`config.mk`:
```
export PLATFORM = sky130hd
export DESIGN_NAME = multdiv_issue_flat
export DESIGN_NICKNAME = d
export VERILOG_FILES = /design/src/rtl/multdiv_issue_if.sv /design/src/rtl/multdiv_issue.sv /design/src/flat_wrapper.sv
export SDC_FILE = /design/constraint.sdc
export NUM_CORES = 1
export LEC_CHECK = 0
export ABC_AREA = 1
export BUFFER_PORTS_ARGS = -buffer_cell sky130_fd_sc_hd__buf_4
export CAP_MARGIN = 20
export CORE_MARGIN = 2
export CORE_UTILIZATION = 35
export CTS_CLUSTER_DIAMETER = 80
export DETAILED_ROUTE_END_ITERATION = 10
export PLACE_DENSITY_LB_ADDON = 0.2
export SETUP_SLACK_MARGIN = 0.05
export SYNTH_ARGS = -nofsm -noshare
export SYNTH_HDL_FRONTEND = slang
export SYNTH_SLANG_ARGS = --single-unit
export TNS_END_PERCENT = 100
```
`constraint.sdc`:
```
create_clock -name clock -period 6 [get_ports clock]
set_clock_uncertainty 0.05 [all_clocks]
set_input_delay 1.2 -clock clock [delete_from_list [all_inputs] [get_ports clock]]
set_output_delay 1.2 -clock clock [all_outputs]
set_load 0.01 [all_outputs]
```
`src/rtl/multdiv_issue_if.sv`:
```
// Execute-stage / multiplier-divider handshake bundle for multdiv_issue.
// The master side is the pipeline plus the arithmetic units, and the slave side is the issue controller.
interface multdiv_issue_if;
    // Request from the execute stage
    logic        op_valid;
    logic        is_mult;
    logic        is_div;
    logic [4:0]  op_rd;
    logic [31:0] op_a;
    logic [31:0] op_b;
    logic        flush;
    // Operands and start pulses to the units
    logic [31:0] md_operandA;
    logic [31:0] md_operandB;
    logic        ctrl_MULT;
    logic        ctrl_DIV;
    // Completion from the active unit
    logic [31:0] md_result;
    logic        md_exception;
    logic        md_resultRDY;
    // Pipeline control and writeback
    logic        stall;
    logic        wb_valid;
    logic [4:0]  wb_rd;
    logic [31:0] wb_data;
    logic        illegal_op;

    modport master (
        output op_valid, is_mult, is_div, op_rd, op_a, op_b, flush,
        output md_result, md_exception, md_resultRDY,
        input  md_operandA, md_operandB, ctrl_MULT, ctrl_DIV,
        input  stall, wb_valid, wb_rd, wb_data, illegal_op
    );

    modport slave (
        input  op_valid, is_mult, is_div, op_rd, op_a, op_b, flush,
        input  md_result, md_exception, md_resultRDY,
        output md_operandA, md_operandB, ctrl_MULT, ctrl_DIV,
        output stall, wb_valid, wb_rd, wb_data, illegal_op
    );
endinterface

```
`src/rtl/multdiv_issue.sv`:
```
// Issue/retire controller for the multiplier and divider units.
// It latches one mult/div instruction, fires a one-cycle start pulse, and stalls the pipeline while the unit runs.
// When the unit reports ready, or the operation times out, it retires the instruction with a single register-file writeback.
module multdiv_issue #(
    parameter int unsigned TIMEOUT       = 40,
    parameter logic [4:0]  EXC_REG       = 5'd30,
    parameter logic [31:0] MULT_EXC_CODE = 32'd4,
    parameter logic [31:0] DIV_EXC_CODE  = 32'd5
) (
    input  logic           clock,
    input  logic           reset,
    multdiv_issue_if.slave bus
);
    localparam int unsigned            CNT_W    = $clog2(TIMEOUT + 1);
    localparam logic [CNT_W-1:0]       CNT_LAST = CNT_W'(TIMEOUT - 1);
    localparam logic [CNT_W-1:0]       CNT_MAX  = CNT_W'(TIMEOUT);
    localparam logic [CNT_W-1:0]       CNT_ONE  = CNT_W'(1);

    typedef enum logic [1:0] {
        S_IDLE  = 2'd0,
        S_START = 2'd1,
        S_BUSY  = 2'd2,
        S_DONE  = 2'd3
    } state_t;

    state_t            r_state;
    logic              r_is_div;
    logic [4:0]        r_rd;
    logic [31:0]       r_op_a;
    logic [31:0]       r_op_b;
    logic [CNT_W-1:0]  r_cnt;
    logic              r_ctrl_mult;
    logic              r_ctrl_div;
    logic              r_wb_valid;
    logic [4:0]        r_wb_rd;
    logic [31:0]       r_wb_data;

    logic              w_accept;
    logic              w_illegal;
    logic              w_timeout;
    logic              w_finish;
    logic              w_exc;

    // Writeback payload: the unit result, or the per-unit error code on an exception
    function automatic logic [31:0] wb_payload(input logic exc, input logic is_div,
                                               input logic [31:0] result);
        if (exc) begin
            wb_payload = is_div ? DIV_EXC_CODE : MULT_EXC_CODE;
        end else begin
            wb_payload = result;
        end
    endfunction

    // Decode the execute-stage request; only an idle controller can take a new op
    always_comb begin
        w_accept  = 1'b0;
        w_illegal = 1'b0;
        if ((r_state == S_IDLE) && !reset && bus.op_valid) begin
            w_accept  = (bus.is_mult ^ bus.is_div) & ~bus.flush;
            w_illegal = bus.is_mult & bus.is_div;
        end else begin
            w_accept  = 1'b0;
            w_illegal = 1'b0;
        end
    end

    // Retire decision while BUSY: a ready result beats a timeout on the same cycle
    always_comb begin
        w_timeout = (r_cnt == CNT_LAST);
        w_finish  = 1'b0;
        w_exc     = 1'b0;
        if (bus.md_resultRDY) begin
            w_finish = 1'b1;
            w_exc    = bus.md_exception;
        end else if (w_timeout) begin
            w_finish = 1'b1;
            w_exc    = 1'b1;
        end else begin
            w_finish = 1'b0;
            w_exc    = 1'b0;
        end
    end

    // Issue FSM with its latches, BUSY counter and registered unit/writeback outputs
    always_ff @(posedge clock or posedge reset) begin
        if (reset) begin
            r_state     <= S_IDLE;
            r_is_div    <= 1'b0;
            r_rd        <= 5'd0;
            r_op_a      <= 32'd0;
            r_op_b      <= 32'd0;
            r_cnt       <= '0;
            r_ctrl_mult <= 1'b0;
            r_ctrl_div  <= 1'b0;
            r_wb_valid  <= 1'b0;
            r_wb_rd     <= 5'd0;
            r_wb_data   <= 32'd0;
        end else begin
            r_ctrl_mult <= 1'b0;
            r_ctrl_div  <= 1'b0;
            r_wb_valid  <= 1'b0;
            case (r_state)
                S_IDLE: begin
                    if (w_accept) begin
                        r_op_a      <= bus.op_a;
                        r_op_b      <= bus.op_b;
                        r_rd        <= bus.op_rd;
                        r_is_div    <= bus.is_div;
                        r_ctrl_mult <= bus.is_mult;
                        r_ctrl_div  <= bus.is_div;
                        r_state     <= S_START;
                    end else begin
                        r_state <= S_IDLE;
                    end
                end
                S_START: begin
                    // The start pulse is already on the wire; a flush only cancels what follows
                    r_cnt   <= '0;
                    r_state <= bus.flush ? S_IDLE : S_BUSY;
                end
                S_BUSY: begin
                    if (bus.flush) begin
                        r_state <= S_IDLE;
                    end else begin
                        if (r_cnt != CNT_MAX) begin
                            r_cnt <= r_cnt + CNT_ONE;
                        end else begin
                            r_cnt <= r_cnt;
                        end
                        if (w_finish) begin
                            // r0 is hard-wired, so a clean result aimed at it is dropped
                            r_wb_valid <= w_exc | (r_rd != 5'd0);
                            r_wb_rd    <= w_exc ? EXC_REG : r_rd;
                            r_wb_data  <= wb_payload(w_exc, r_is_div, bus.md_result);
                            r_state    <= S_DONE;
                        end else begin
                            r_state <= S_BUSY;
                        end
                    end
                end
                S_DONE: begin
                    r_state <= S_IDLE;
                end
                default: begin
                    r_state <= S_IDLE;
                end
            endcase
        end
    end

    assign bus.stall       = w_accept | (r_state == S_START) | (r_state == S_BUSY);
    assign bus.illegal_op  = w_illegal;
    assign bus.ctrl_MULT   = r_ctrl_mult;
    assign bus.ctrl_DIV    = r_ctrl_div;
    assign bus.md_operandA = r_op_a;
    assign bus.md_operandB = r_op_b;
    assign bus.wb_valid    = r_wb_valid;
    assign bus.wb_rd       = r_wb_rd;
    assign bus.wb_data     = r_wb_data;
endmodule

```
`src/flat_wrapper.sv`:
```
// flat-port wrapper written by rule: the top's interface ports become plain ports
module multdiv_issue_flat 
#(
    parameter int unsigned TIMEOUT       = 40,
    parameter logic [4:0]  EXC_REG       = 5'd30,
    parameter logic [31:0] MULT_EXC_CODE = 32'd4,
    parameter logic [31:0] DIV_EXC_CODE  = 32'd5
)
  (clock, reset, bus_op_valid, bus_is_mult, bus_is_div, bus_op_rd, bus_op_a, bus_op_b, bus_flush, bus_md_result, bus_md_exception, bus_md_resultRDY, bus_md_operandA, bus_md_operandB, bus_ctrl_MULT, bus_ctrl_DIV, bus_stall, bus_wb_valid, bus_wb_rd, bus_wb_data, bus_illegal_op);
  multdiv_issue_if bus_i ();
  input  logic clock;
  input  logic reset;
  input wire logic [$bits(bus_i.op_valid)-1:0] bus_op_valid;
  input wire logic [$bits(bus_i.is_mult)-1:0] bus_is_mult;
  input wire logic [$bits(bus_i.is_div)-1:0] bus_is_div;
  input wire logic [$bits(bus_i.op_rd)-1:0] bus_op_rd;
  input wire logic [$bits(bus_i.op_a)-1:0] bus_op_a;
  input wire logic [$bits(bus_i.op_b)-1:0] bus_op_b;
  input wire logic [$bits(bus_i.flush)-1:0] bus_flush;
  input wire logic [$bits(bus_i.md_result)-1:0] bus_md_result;
  input wire logic [$bits(bus_i.md_exception)-1:0] bus_md_exception;
  input wire logic [$bits(bus_i.md_resultRDY)-1:0] bus_md_resultRDY;
  output wire logic [$bits(bus_i.md_operandA)-1:0] bus_md_operandA;
  output wire logic [$bits(bus_i.md_operandB)-1:0] bus_md_operandB;
  output wire logic [$bits(bus_i.ctrl_MULT)-1:0] bus_ctrl_MULT;
  output wire logic [$bits(bus_i.ctrl_DIV)-1:0] bus_ctrl_DIV;
  output wire logic [$bits(bus_i.stall)-1:0] bus_stall;
  output wire logic [$bits(bus_i.wb_valid)-1:0] bus_wb_valid;
  output wire logic [$bits(bus_i.wb_rd)-1:0] bus_wb_rd;
  output wire logic [$bits(bus_i.wb_data)-1:0] bus_wb_data;
  output wire logic [$bits(bus_i.illegal_op)-1:0] bus_illegal_op;
  assign bus_i.op_valid = bus_op_valid;
  assign bus_i.is_mult = bus_is_mult;
  assign bus_i.is_div = bus_is_div;
  assign bus_i.op_rd = bus_op_rd;
  assign bus_i.op_a = bus_op_a;
  assign bus_i.op_b = bus_op_b;
  assign bus_i.flush = bus_flush;
  assign bus_i.md_result = bus_md_result;
  assign bus_i.md_exception = bus_md_exception;
  assign bus_i.md_resultRDY = bus_md_resultRDY;
  assign bus_md_operandA = bus_i.md_operandA;
  assign bus_md_operandB = bus_i.md_operandB;
  assign bus_ctrl_MULT = bus_i.ctrl_MULT;
  assign bus_ctrl_DIV = bus_i.ctrl_DIV;
  assign bus_stall = bus_i.stall;
  assign bus_wb_valid = bus_i.wb_valid;
  assign bus_wb_rd = bus_i.wb_rd;
  assign bus_wb_data = bus_i.wb_data;
  assign bus_illegal_op = bus_i.illegal_op;
  multdiv_issue #(.TIMEOUT(TIMEOUT), .EXC_REG(EXC_REG), .MULT_EXC_CODE(MULT_EXC_CODE), .DIV_EXC_CODE(DIV_EXC_CODE)) u_core (.clock(clock), .reset(reset), .bus(bus_i));
endmodule
```
==> flow_summary.yaml <==
clock_tree:
  htree_levels: 4
  clkSinkCount: 118
  postCtsSetupRepairBufs: 0
  cts.clk_slew.worst_paths_ns: 0.05
  ctsResizeCount: 0
  cts_made_buffers: 17
  cts_tree: "yes"
  ctsRootBufferMaster: "clkbuf_16"
  insertion_delay_ns: 0.41
  max-clock-path-buffers: 2
  hold_buffers: 0
global_routing:
  antenna_found_initial: 0
  grt_pass1_vias: 4145
  grt_max_degree: 76
  gr-total-overflow: 0
  grt_first_pass_wirelength_mm: 19.9
  grt_usage_pct: 17.2
yosys:
  synth_seq_cells: 118
  synth_area_sq_um: 4800
  syn_area_per_cell_sq_um: 8.80
  yosysWarnings: 0
  yosysUniqueCellTypes: 25
  ys_seq_area_share_pct: 61.5
  synth_edf_count: 0
  synth.most_common_cell: "nand2_1"
  synth_commonest_cells: "303 x nand2_1, 118 x dfrtp_1, 41 x nand3_1"
  synth_area_leaders: "dfrtp_1 61%, nand2_1 24%, nand3_1 4.3%, buf_2 1.5%, buf_6 1.2%"
  synthArstFlopShare_pct: 100
  synthesis.nets: 658
  netlist.area_leader.share_pct: 61.5
  synth_top_area_cell: "dfrtp_1"
  ys.flop_type: "dfrtp_1"
  syn_inst: 546
floorplan:
  die-area_sq_um: 14700
  ios: 215
  start_util_pct: 36.0
  core_sq_um: 13300
  rows: 42
  die_w_um: 121
  die_h_um: 121
worst_setup_path:
  startpoint_type: "primary input"
  slowest_delay_ns: 0.46
  slowest_stage: "inv_4"
  arrival_ns: 2.47
  cp-end-kind: "primary output"
  worstSetupPathType: "in -> out"
  path_buf_inv: 3
  worst-path-max-fanout: 54
  crit_chain: "buf_4 > inv_4 > nand4_1 > nor2_1 > nand2_2 > nand3b_1 > buf_4"
  crit_top_cell: "buf_4"
  cpLargestDelayFamily: "buffers and inverters"
  crit_required_ns: 4.75
timing:
  max_slew.worst_pin.slew_ns: 0.847
  drv_slew: 0
  final.setup.tns_ns: 0
  fin_crit_sh_pct: 61.9
  period_minus_slack_ns: 3.72
  max_freq_mhz: 269
  slew_headroom_pct: 43.5
  rsz0062_at_grt: "false"
  setup_violations: 0
  finalHoldViolCount: 0
  worst_slack_ns: 2.28
drt:
  ant_nets: 0
  top_layer: "met4"
  avgRoutedWirePerCell_um: 13.1
  postRouteWirelength_mm: 12.4
  drc: 0
  wl_met1_mm: 5.33
  dr.first_iter.drc_count: 285
  wl_met3_mm: 1.31
  via_count: 4260
  drtPass1Iterations: 4
  met2RoutedLength_mm: 5.70
  viasPerCell: 4.50
layout:
  utilization_pct: 53.4
  syn_to_final_growth_pct: 48.3
  fillers: 1242
  final_layout_size_suffix_gt1_share_pct: 34.4
  final_nets: 869
  antenna_cells: 0
power_and_ir_drop:
  finalPower_mw: 2.71
  p_per_area_nw_per_um2: 380
  p_leak_nw: 4.01
  peakVddDrop_mv: 0.197
placed_design:
  dp_worst_setup_slack_ns: 2.01
  numPortBuffers: 214
  dp_hpwl_mm: 8.59
  place_congestion: 0.773
run_status:
  outcome: "complete, no violations"
job:
  maxCapViolCount: 0
min_path:
  hp-class: "reg -> reg"
## cells by family (layout without fill, tap and decap cells)
family / count (synthesis) / in the layout / share of synthesized area [%]
adders and majority gates: 3 / 3 / 0.781
and+or+nand+nor: 365 / 365 / 30.6
AOI/OAI and AO/OA: 17 / 17 / 2.08
DFF: 118 / 118 / 61.5
buffers and inverters: 43 / 267 / 5.05
## metal layers
layer | track usage (%) | vias to the layer above
met4 | 5.68 | 0
met3 | 6.34 | 8
li1 | - | 2110
met2 | 26.5 | 191
met5 | 0 | -
met1 | 22.5 | 1951
## flip-flops by register name (all words and copies together) (netlist names)
name,count
u_core.r_cnt,6
u_core.bus.ctrl_MULT,1
u_core.r_state,2
u_core.bus.wb_valid,1
u_core.bus.wb_rd,5
u_core.bus.md_operandA,32
u_core.r_is_div,1
u_core.bus.ctrl_DIV,1
u_core.r_rd,5
u_core.bus.md_operandB,32
u_core.bus.wb_data,32
## layout by cell type, fill, tap and decap left out, types with 2 or more instances in the layout
master / instances
ha_1: 3
o21ai_0: 9
clkinvlp_4: 4
inv_1: 13
nor2_2: 2
nand3_1: 41
dfrtp_1: 118
inv_2: 2
clkinv_4: 2
nand4_1: 3
clkbuf_8: 2
nor2_4: 2
nand2_2: 3
nor2_1: 6
buf_4: 217
or2_2: 2
clkinv_2: 3
nand2_1: 302
clkbuf_16: 17
bufinv_16: 3
o21ai_1: 5
## worst paths after layout
path,slack [ns],endpoint,cells after the start,startpoint
max,2.28,bus_stall,7,reset
min,0.43,u_core.bus.wb_data[13],2,u_core.bus.wb_data[13]
max reg2reg,3.92,u_core.bus.wb_data[2],7,u_core.r_cnt[0]
min reg2reg,0.43,u_core.bus.wb_data[13],2,u_core.bus.wb_data[13]
max in group asynchronous,3.75,u_core.bus.md_operandA[23],3,reset
min in group asynchronous,0.85,u_core.bus.wb_data[6],2,reset
## worst reg2reg max path, stage by stage (launching register included)
cell     delay, ns
dfrtp_1       0.43
ha_1          0.28
nand2_4       0.08
nor2_4        0.11
nand2_2       0.08
a21oi_4       0.67
o21ai_0       0.21
nand2_1       0.10
## through the flow
step | instances | cell area (sq um) | hold slack [ns]
6_report | 946 | 7120 | 0.429
5_1_grt | 946 | 7120 | 0.449
4_1_cts | 945 | 7100 | 0.431
3_5_place_dp | 913 | 6490 | 0.416
3_3_place_gp | 912 | 6480 | 0.414
2_1_floorplan | 546 | 4800 | 0.396
## power by group
part	switching [mW]	leakage, nW	internal, mW
registers	0.109	1.54	0.970
logic	0.282	2.19	0.319
clock network	0.355	0.288	0.673
total	0.746	4.01	1.96
## layout make-up
| class | count | area [sq um] | area share [%] |
|---|---|---|---|
| Clock buffer | 20 | 457 | 6.41 |
| Clock inverter | 12 | 153 | 2.14 |
| Inverter | 16 | 62.6 | 0.878 |
| Multi-Input combinational cell | 385 | 1610 | 22.7 |
| Sequential cell | 118 | 2950 | 41.5 |
| Tap cell | 176 | 220 | 3.09 |
| Timing Repair Buffer | 219 | 1660 | 23.4 |
Note: power is estimated with default switching activity, not from simulation.
